### src/rtl/reg_dump_streamer.sv
`default_nettype none
`timescale 1ns/1ps
// ============================================================================
//  Module   : reg_dump_streamer
//  Purpose  : Walks a register file two entries at a time through its A/B
//             read ports and streams every register out in address order
//             as (address, data) beats over a valid/ready handshake.
//  Revision : 1.0  initial release
// ============================================================================
module reg_dump_streamer #(
  parameter int NUM_REGS = 8,
  parameter int ADDR_W   = 3,
  parameter int DATA_W   = 8
) (
  input  logic              Clk,
  input  logic              Reset,
  input  logic              Start,
  output logic              Busy,
  output logic              Done,
  output logic [ADDR_W-1:0] RaddrA,
  output logic [ADDR_W-1:0] RaddrB,
  input  logic [DATA_W-1:0] DataOutA,
  input  logic [DATA_W-1:0] DataOutB,
  output logic              OutValid,
  input  logic              OutReady,
  output logic [ADDR_W-1:0] OutAddr,
  output logic [DATA_W-1:0] OutData
);

  localparam logic [ADDR_W-1:0] C_LAST_IDX = ADDR_W'(NUM_REGS / 2 - 1);

  typedef enum logic [2:0] {
    S_IDLE   = 3'd0,
    S_READ   = 3'd1,
    S_SEND_A = 3'd2,
    S_SEND_B = 3'd3,
    S_DONE   = 3'd4
  } state_t;

  state_t              r_state;
  state_t              w_state_nxt;
  logic [ADDR_W-1:0]   r_pair_idx;
  logic [ADDR_W-1:0]   w_pair_idx_nxt;
  logic [DATA_W-1:0]   r_buf_a;
  logic [DATA_W-1:0]   r_buf_b;
  logic [ADDR_W-1:0]   w_addr_a;
  logic [ADDR_W-1:0]   w_addr_b;
  logic                w_handshake;

  // Pair addresses are derived from the pair index alone, so the read
  // ports already point at pair 0 (0/1) while idle or in reset.
  always_comb begin
    w_addr_a    = r_pair_idx << 1;
    w_addr_b    = w_addr_a | ADDR_W'(1);
    w_handshake = OutReady && (r_state == S_SEND_A || r_state == S_SEND_B);
  end

  // State and pair-index register.
  always_ff @(posedge Clk) begin
    if (Reset) begin
      r_state    <= S_IDLE;
      r_pair_idx <= '0;
    end else begin
      r_state    <= w_state_nxt;
      r_pair_idx <= w_pair_idx_nxt;
    end
  end

  // Snapshot the pair during the single READ cycle; later writes to the
  // file are deliberately not seen by this pair.
  always_ff @(posedge Clk) begin
    if (Reset) begin
      r_buf_a <= '0;
      r_buf_b <= '0;
    end else if (r_state == S_READ) begin
      r_buf_a <= DataOutA;
      r_buf_b <= DataOutB;
    end
  end

  // Next-state and pair-index sequencing; Start only matters in IDLE.
  always_comb begin
    w_state_nxt    = r_state;
    w_pair_idx_nxt = r_pair_idx;
    case (r_state)
      S_IDLE: begin
        if (Start) begin
          w_state_nxt    = S_READ;
          w_pair_idx_nxt = '0;
        end
      end
      S_READ: begin
        w_state_nxt = S_SEND_A;
      end
      S_SEND_A: begin
        if (w_handshake) begin
          w_state_nxt = S_SEND_B;
        end
      end
      S_SEND_B: begin
        if (w_handshake) begin
          if (r_pair_idx == C_LAST_IDX) begin
            w_state_nxt = S_DONE;
          end else begin
            w_state_nxt    = S_READ;
            w_pair_idx_nxt = r_pair_idx + ADDR_W'(1);
          end
        end
      end
      S_DONE: begin
        w_state_nxt    = S_IDLE;
        w_pair_idx_nxt = '0;
      end
      default: begin
        w_state_nxt    = S_IDLE;
        w_pair_idx_nxt = '0;
      end
    endcase
  end

  // Output decode from state, pair index and capture buffers only, so no
  // input ever reaches an output combinationally.
  always_comb begin
    Busy     = 1'b0;
    Done     = 1'b0;
    OutValid = 1'b0;
    OutAddr  = '0;
    OutData  = '0;
    RaddrA   = w_addr_a;
    RaddrB   = w_addr_b;
    case (r_state)
      S_READ: begin
        Busy = 1'b1;
      end
      S_SEND_A: begin
        Busy     = 1'b1;
        OutValid = 1'b1;
        OutAddr  = w_addr_a;
        OutData  = r_buf_a;
      end
      S_SEND_B: begin
        Busy     = 1'b1;
        OutValid = 1'b1;
        OutAddr  = w_addr_b;
        OutData  = r_buf_b;
      end
      S_DONE: begin
        Done = 1'b1;
      end
      default: begin
        Busy = 1'b0;
      end
    endcase
  end

endmodule
`default_nettype wire

### config.mk
export PLATFORM = sky130hd
export DESIGN_NAME = reg_dump_streamer
export DESIGN_NICKNAME = d
export VERILOG_FILES = /design/src/rtl/reg_dump_streamer.sv
export SDC_FILE = /design/constraint.sdc
export NUM_CORES = 1
export LEC_CHECK = 0
export CAP_MARGIN = 20
export CORE_MARGIN = 5
export CORE_UTILIZATION = 43
export DETAILED_ROUTE_END_ITERATION = 7
export PLACE_DENSITY = 0.84
export SYNTH_ARGS = -nofsm -noshare
export SYNTH_HDL_FRONTEND = slang
export SYNTH_SLANG_ARGS = --single-unit
### constraint.sdc
create_clock -name Clk -period 1.93 [get_ports Clk]
set_input_delay 0.193 -clock Clk [delete_from_list [all_inputs] [get_ports Clk]]
set_output_delay 0.193 -clock Clk [all_outputs]
set_load 0.05 [all_outputs]
==> run summary, run 1 <==
## Synthesis
• XOR/XNOR Fraction of Synth Area: 0%
• multiplexer share of the synthesized area: 8.352%
• cell types with the largest area share after synthesis: sky130_fd_sc_hd__dfxtp_1 40%, sky130_fd_sc_hd__nand2_1 12%, sky130_fd_sc_hd__a21oi_1 7.3%
• adder and majority gate portion of the synthesized area: 2.288%
• syn avg cell area: 8.412 sq um
• combinational family with the most area after synthesis: simple AND/OR/NAND/NOR gates
• Yosys Warn Count: 0
• post-synthesis share of cell area spent on and, or, nand and nor gates: 24.83%
• post-synthesis sequential element count: 22
• synthesized netlist cell count: 130
• number of distinct standard cells referenced by the synthesized netlist: 26
• Compound-Gate Fraction of Synth Area: 12.70%
• Synthesized Nets: 152
• synthesized area: 0.001094 sq mm
• fraction of synthesized cell area taken by the top area cell type: 40.27%
• share of the yosys chip area belonging to registers: 40.27%
• area leader, netlist: sky130_fd_sc_hd__dfxtp_1

## Clock tree
• CTS sink cnt: 22
• Post-CTS Resized: 0
• number of buffers inserted by hold repair at cts: 0
• CTS clock-pin slew for the worst setup and hold paths: 0.11 ns
• number of buffers inserted to repair setup after CTS: 0
• CTS Root Cell: sky130_fd_sc_hd__clkbuf_4
• maximum clock insertion buffer count: 2
• CTS tree: done
• clock latency reported for the late side of the worst-skew pair: 0.30 ns
• number of buffers created by CTS: 3
• depth of the CTS H-tree: 1

## Timing
• Pins Over Slew Limit: 0
• Final Hold Viols: 0
• final setup fails: 0
• Layout Skew: 0.001556 ns
• Final Hold Slack: 0.4251 ns
• worst-case setup margin in the final layout: 0.1507 ns
• crit path time final: 1.779 ns
• sum of negative setup slack: 0 ns
• worst slew pin tran: 0.4989 ns
• Worst slew margin: 66.63%
• top achievable clock speed: 562.0 MHz
• setup repair after global routing missed its margin: no
• fin crit share: 92.19%

## Setup path
• maximum fanout count along the critical path: 8
• data arrival at the endpoint of the critical path: 1.59 ns
• R2R depth: 5
• required time worst endpoint: 1.74 ns
• list of cells traversed by the critical path: nand2b_1 -> buf_4 -> nor2_1 -> buf_12
• start of the worst register-to-register path: r_pair_idx[1]
• Worst path max stage delay: 0.39 ns
• kind of capture point of the worst setup path: output port
• category of the critical setup timing path: reg2out
• element type at the critical path start: register
• capturing point of the worst reg2reg path: r_pair_idx[1]
• CP top delay family: simple AND/OR/NAND/NOR gates
• slowest stage cell, crit path: sky130_fd_sc_hd__dfxtp_2
• setup slack of the worst register-to-register path: 0.33 ns
• count of buffer and inverter cells on the critical path: 2

## Global routing
• vias in the first global route: 1001
• antenna violations before repair: 0
• first-pass GRT wire length: 4188 microns
• largest net degree at the start of global routing: 17
• residual overflow from global routing: 0
• global router's overall resource usage: 14.83%

## Placement
• dpl cells: 187
• final weighted congestion in routability-driven placement: 0.7673
• Setup WS pre-CTS: 0.3408 ns
• placed standard-cell area: 0.001514 sq mm
• buffers added on ports: 37
• Final HPWL DP: 1915 microns

## Worst hold path
• Hold Crit Depth: 3
• Hold/Removal Path Class: in2reg
• Worst Hold Launch: DataOutA[4]
• end point of the worst hold path: r_buf_a[4]

## Pwr
• clock share of power: 24.8%
• peak supply drop: 0.4429 mV
• fraction of power spent switching nets: 28.40%
• part of the power in registers: 50.5%
• Net Switching: 281.0 uW
• power after layout: 989.5 uW
• Power Dens Cells: 637.3 mW/mm^2
• Combinational Power Share: 24.8%
• total leakage power: 0.6001 nW
• Internal Power: 708.5 uW

## Route
• number of vias after detailed routing: 948
• post-detailed-route wirelength per cell: 12.81 microns
• antenna viol nets, final: 0
• first-pass iteration count of the detailed router: 4
• DRT Wirelength: 2446 microns
• post-detailed-route via-to-cell ratio: 4.963
• number of DRC violations after detailed-routing iteration 0: 25
• count of unresolved DRC violations after routing: 0

## Cells and area
• fillcell total: 205
• post-layout net count: 184
• final instance count without filler cells: 191
• post-layout instance area: 0.001553 sq mm
• fraction of layout instances using a drive strength above 1: 17.39%
• final core utilization: 63.25%
• P&R area growth vs syn: 41.99%
• number of antenna cells inserted: 0

## Outcome
• outcome: finished clean

## Die
• die area: 0.003652 sq mm
• initial core utilization: 44.55%
• ports placed on the boundary: 40
• overall die width: 60.43 microns
• Row Count: 18
• Die Y-Extent: 60.43 microns
• core area: 0.002455 sq mm

## Run
• total of max-cap violations: 0

## final cells by class
| type | instances | area (sq um) | share of cell area, % |
|---|---|---|---|
| multi-input cells | 91 | 534.3 | 34.41 |
| inverters | 3 | 11.26 | 0.7252 |
| clock buffers | 4 | 36.28 | 2.337 |
| repair buffers | 41 | 490.5 | 31.59 |
| flip-flops and latches | 22 | 442.9 | 28.53 |
| well taps | 30 | 37.54 | 2.417 |
## power groups by stage
| stage | Sequential [mW] | Clock [mW] | Combinational (mW) |
|---|---|---|---|
| 6_report | 0.499 | 0.245 | 0.245 |
| 3_5_place_dp | 0.508 | 0 | 0.247 |
| 2_1_floorplan | 0.502 | 0 | 0.162 |
| 4_1_cts | 0.498 | 0.253 | 0.247 |
| 3_3_place_gp | 0.507 | 0 | 0.241 |
| 5_1_grt | 0.503 | 0.270 | 0.266 |
## worst reg2reg max path, stage by stage, from the launching register on
cell	delay, ns
sky130_fd_sc_hd__dfxtp_1	0.42
sky130_fd_sc_hd__ha_1	0.18
sky130_fd_sc_hd__ha_1	0.18
sky130_fd_sc_hd__and4b_4	0.22
sky130_fd_sc_hd__a2111oi_4	0.36
sky130_fd_sc_hd__a22o_1	0.19
## layout by cell type (no fill, tap or decap), types with 2 or more instances in the layout
cell and n:
sky130_fd_sc_hd__nand2_1 34, sky130_fd_sc_hd__buf_12 10, sky130_fd_sc_hd__a21oi_1 16, sky130_fd_sc_hd__mux2i_1 8
sky130_fd_sc_hd__inv_1 3, sky130_fd_sc_hd__nor4_1 2, sky130_fd_sc_hd__nor2_1 9, sky130_fd_sc_hd__ha_1 2
sky130_fd_sc_hd__conb_1 2, sky130_fd_sc_hd__a22o_1 2, sky130_fd_sc_hd__clkdlybuf4s50_1 23, sky130_fd_sc_hd__buf_4 8
sky130_fd_sc_hd__dfxtp_2 2, sky130_fd_sc_hd__clkbuf_4 3, sky130_fd_sc_hd__and3_1 2, sky130_fd_sc_hd__and2_1 4
sky130_fd_sc_hd__dfxtp_1 20
## per-layer routing
metal | global-route usage [%] | wire length [microns] | up-vias
li1 | - | - | 483
met1 | 18.23 | 1045 | 434
met2 | 27.01 | 1266 | 31
met3 | 2.128 | 134 | 0
met4 | 4.025 | 0 | 0
met5 | 0 | 0 | -
## worst max path at each step
stage / startpoint / endpoint / slack [ns] / cells past startpoint
3_3_place_gp: r_pair_idx[0] / r_pair_idx[0] / 0.41 / 5
2_1_floorplan: r_state[2] / OutAddr[0] / 0.20 / 4
3_5_place_dp: r_pair_idx[1] / r_pair_idx[1] / 0.34 / 5
6_report: r_state[2] / OutData[2] / 0.15 / 4
5_1_grt: r_state[2] / OutAddr[2] / 0.06 / 4
4_1_cts: r_state[1] / OutData[2] / 0.06 / 4
## kinds of logic (layout without fill, tap and decap cells)
kind of cell	Yosys count	count (layout)
AND/OR/NAND/NOR	57	57
flip-flops	22	22
AO/OA/AOI/OAI	21	21
buffers and inverters	17	48
multiplexers	9	9
adder cells (fa/ha/maj)	2	2
other	2	2
## Yosys cell counts
master                       n
sky130_fd_sc_hd__and2_1      4
sky130_fd_sc_hd__dfxtp_1    22
sky130_fd_sc_hd__conb_1      2
sky130_fd_sc_hd__a2111oi_0   1
sky130_fd_sc_hd__and3_1      2
sky130_fd_sc_hd__a2111oi_4   1
sky130_fd_sc_hd__buf_2       2
sky130_fd_sc_hd__and4b_4     1
sky130_fd_sc_hd__nor2_4      1
sky130_fd_sc_hd__mux2i_1     8
sky130_fd_sc_hd__nor4_1      2
sky130_fd_sc_hd__nand2_1    34
sky130_fd_sc_hd__clkbuf_1    2
sky130_fd_sc_hd__buf_4       6
sky130_fd_sc_hd__a21oi_1    16
sky130_fd_sc_hd__mux2_1      1
sky130_fd_sc_hd__o21ai_0     1
sky130_fd_sc_hd__ha_1        2
sky130_fd_sc_hd__or3b_1      1
sky130_fd_sc_hd__buf_6       4
sky130_fd_sc_hd__nor3b_1     1
sky130_fd_sc_hd__nor2_1      9
sky130_fd_sc_hd__nor3b_2     1
sky130_fd_sc_hd__nand2b_1    1
sky130_fd_sc_hd__a22o_1      2
sky130_fd_sc_hd__inv_1       3
## state kept, by name, summed over array words and instances, names as in the netlist
name	flops
r_pair_idx	3
r_buf_a	8
r_state	3
r_buf_b	8
Power figures use the tool's default switching activity.
==> run 2, diff against run 1 <==
--- a/config.mk
+++ b/config.mk
@@ -5,7 +5,7 @@
 export SDC_FILE = /design/constraint.sdc
 export NUM_CORES = 1
 export LEC_CHECK = 0
-export CAP_MARGIN = 20
+export ABC_CLOCK_PERIOD_IN_PS = 1930
 export CORE_MARGIN = 5
 export CORE_UTILIZATION = 43
 export DETAILED_ROUTE_END_ITERATION = 7
==> results of run 2 <==
The final DEF is identical to that of run 1; final timing and power are the same.
==> run 3, diff against run 2 <==
--- a/config.mk
+++ b/config.mk
@@ -9,6 +9,7 @@
 export CORE_MARGIN = 5
 export CORE_UTILIZATION = 43
 export DETAILED_ROUTE_END_ITERATION = 7
+export GPL_TIMING_DRIVEN = 0
 export PLACE_DENSITY = 0.84
 export SYNTH_ARGS = -nofsm -noshare
 export SYNTH_HDL_FRONTEND = slang
==> run summary, run 3 (synthesis results as in run 1) <==
## Die
• Row Count: 18
• die area: 0.003652 sq mm
• overall die width: 60.43 microns
• ports placed on the boundary: 40
• initial core utilization: 44.55%
• core area: 0.002455 sq mm
• Die Y-Extent: 60.43 microns

## Clock tree
• CTS tree: done
• number of buffers inserted by hold repair at cts: 0
• CTS Root Cell: sky130_fd_sc_hd__clkbuf_4
• maximum clock insertion buffer count: 2
• CTS clock-pin slew for the worst setup and hold paths: 0.12 ns
• CTS sink cnt: 22
• number of buffers created by CTS: 3
• number of buffers inserted to repair setup after CTS: 0
• depth of the CTS H-tree: 1
• clock latency reported for the late side of the worst-skew pair: 0.30 ns

## Pwr
• Internal Power: 656.6 uW
• Net Switching: 282.7 uW
• Power Dens Cells: 630.4 mW/mm^2
• total leakage power: 0.6067 nW
• peak supply drop: 0.4782 mV
• part of the power in registers: 52.6%
• Combinational Power Share: 25.7%
• fraction of power spent switching nets: 30.10%
• clock share of power: 21.7%

## Timing
• setup repair after global routing missed its margin: no
• crit path time final: 1.836 ns
• final setup fails: 0
• worst-case setup margin in the final layout: 0.09435 ns
• top achievable clock speed: 544.8 MHz
• worst slew pin tran: 0.5022 ns
• Final Hold Viols: 0
• Layout Skew: 0.007001 ns
• fin crit share: 95.11%
• Pins Over Slew Limit: 0
• Worst slew margin: 66.37%

## Setup path
• element type at the critical path start: register
• category of the critical setup timing path: reg2out
• maximum fanout count along the critical path: 5
• required time worst endpoint: 1.74 ns
• start of the worst register-to-register path: r_pair_idx[0]
• launch point of the worst path: r_pair_idx[0]
• kind of capture point of the worst setup path: output port
• data arrival at the endpoint of the critical path: 1.64 ns

## Cells and area
• fillcell total: 234
• fraction of layout instances using a drive strength above 1: 19.41%
• P&R area growth vs syn: 36.27%
• post-layout net count: 194
• commonest non-fill, non-tap cell in the layout: sky130_fd_sc_hd__nand2_1
• biggest regs: r_buf_a x8, r_buf_b x8
• commonest cells after routing, fill and taps aside: 34 x sky130_fd_sc_hd__nand2_1, 23 x sky130_fd_sc_hd__clkdlybuf4s50_1, 20 x sky130_fd_sc_hd__dfxtp_1
• number of antenna cells inserted: 0
• final core utilization: 60.70%

## Global routing
• residual overflow from global routing: 0
• vias in the first global route: 1034
• first-pass GRT wire length: 4409 microns
• largest net degree at the start of global routing: 12
• global router's overall resource usage: 15.70%
• antenna violations before repair: 0

## Outcome
• outcome: finished clean

## Placement
• Setup WS pre-CTS: -0.1658 ns
• final weighted congestion in routability-driven placement: 0.7545
• buffers added on ports: 37
• Final HPWL DP: 1997 microns

## Route
• count of unresolved DRC violations after routing: 0
• number of DRC violations after detailed-routing iteration 0: 22
• DRT Wirelength: 2613 microns
• antenna viol nets, final: 0
• number of vias after detailed routing: 973
• first-pass iteration count of the detailed router: 4
• post-detailed-route via-to-cell ratio: 4.865
• post-detailed-route wirelength per cell: 13.07 microns

## Run
• total of max-cap violations: 0

## Worst hold path
• Hold/Removal Path Class: in2reg
• Worst Hold Launch: DataOutA[1]

==> run 3: cell types whose count changed in the layout (fill, tap and decap cells not counted) <==
| cell | before | now |
|---|---|---|
| sky130_fd_sc_hd__clkbuf_8 | 1 | 0 |
| sky130_fd_sc_hd__clkbuf_4 | 3 | 4 |
| sky130_fd_sc_hd__buf_12 | 10 | 0 |
| sky130_fd_sc_hd__clkdlybuf4s15_2 | 0 | 3 |
| sky130_fd_sc_hd__buf_6 | 0 | 4 |
| sky130_fd_sc_hd__buf_2 | 0 | 3 |
| sky130_fd_sc_hd__dlygate4sd2_1 | 0 | 2 |
| sky130_fd_sc_hd__dfxtp_2 | 2 | 1 |
| sky130_fd_sc_hd__dfxtp_4 | 0 | 1 |
| sky130_fd_sc_hd__clkbuf_2 | 0 | 6 |
| sky130_fd_sc_hd__buf_4 | 8 | 7 |
| sky130_fd_sc_hd__clkbuf_1 | 0 | 2 |
==> run 3: power groups by stage <==
stage                     clock network [mW]  registers (mW)  logic [mW]
after floorplan                            0           0.502       0.162
after global placement                     0           0.504       0.239
after detailed placement                   0           0.506       0.246
after CTS                              0.211           0.495       0.244
after global routing                   0.223           0.498       0.264
final                                  0.204           0.495       0.241
==> run 3: worst max-delay path, cell delays in order (launching register included) <==
cell and delay, ns:
sky130_fd_sc_hd__dfxtp_1 0.42, sky130_fd_sc_hd__buf_4 0.13, sky130_fd_sc_hd__clkdlybuf4s50_1 0.79
==> run 3: worst paths after layout <==
kind                                 endpoint  slack [ns]  cells past startpoint
worst max-delay path                RaddrB[1]        0.09                      2
worst min-delay path               r_buf_a[1]        0.42                      3
worst max register to register  r_pair_idx[2]        0.34                      5
worst min register to register     r_buf_a[7]        0.46                      2
==> run 3: stage by stage <==
stage | cells | hold WS [ns] | instance area [sq um] | setup TNS (ns) | power, mW
floorplan | 130 | 0.3290 | 1094 | 0 | 0.6636
global placement | 197 | 0.4412 | 1501 | -0.2512 | 0.7428
detailed placement | 197 | 0.4477 | 1501 | -0.5816 | 0.7522
CTS | 200 | 0.4162 | 1529 | 0 | 0.9489
global route | 200 | 0.4214 | 1490 | 0 | 0.9857
finish | 200 | 0.4241 | 1490 | 0 | 0.9393
==> run 3: cell type report <==
type / count / area, sq um / share of cell area, %
buffer: 14 / 112.6 / 7.557
clock buffer: 3 / 22.52 / 1.511
inverter: 3 / 11.26 / 0.7557
multi-input combinational: 91 / 534.3 / 35.85
sequential: 22 / 445.4 / 29.89
tap: 30 / 37.54 / 2.519
timing repair buffer: 37 / 326.6 / 21.91
==> run 3: what timing repair did <==
action                     4_1_cts  5_1_grt
setup endpoints to repair       14        9
resized for setup               30       19
pin swaps                        0        0
==> run 3: per-layer routing <==
| metal | vias up | wire length (microns) | track usage (%) | share of wire [%] |
|---|---|---|---|---|
| li1 | 500 | - | - | - |
| met1 | 437 | 1058 | 19.35 | 40 |
| met2 | 32 | 1362 | 27.62 | 52 |
| met3 | 4 | 163 | 2.766 | 6.2 |
| met4 | 0 | 28 | 5.263 | 1.1 |
| met5 | - | 0 | 0 | 0 |
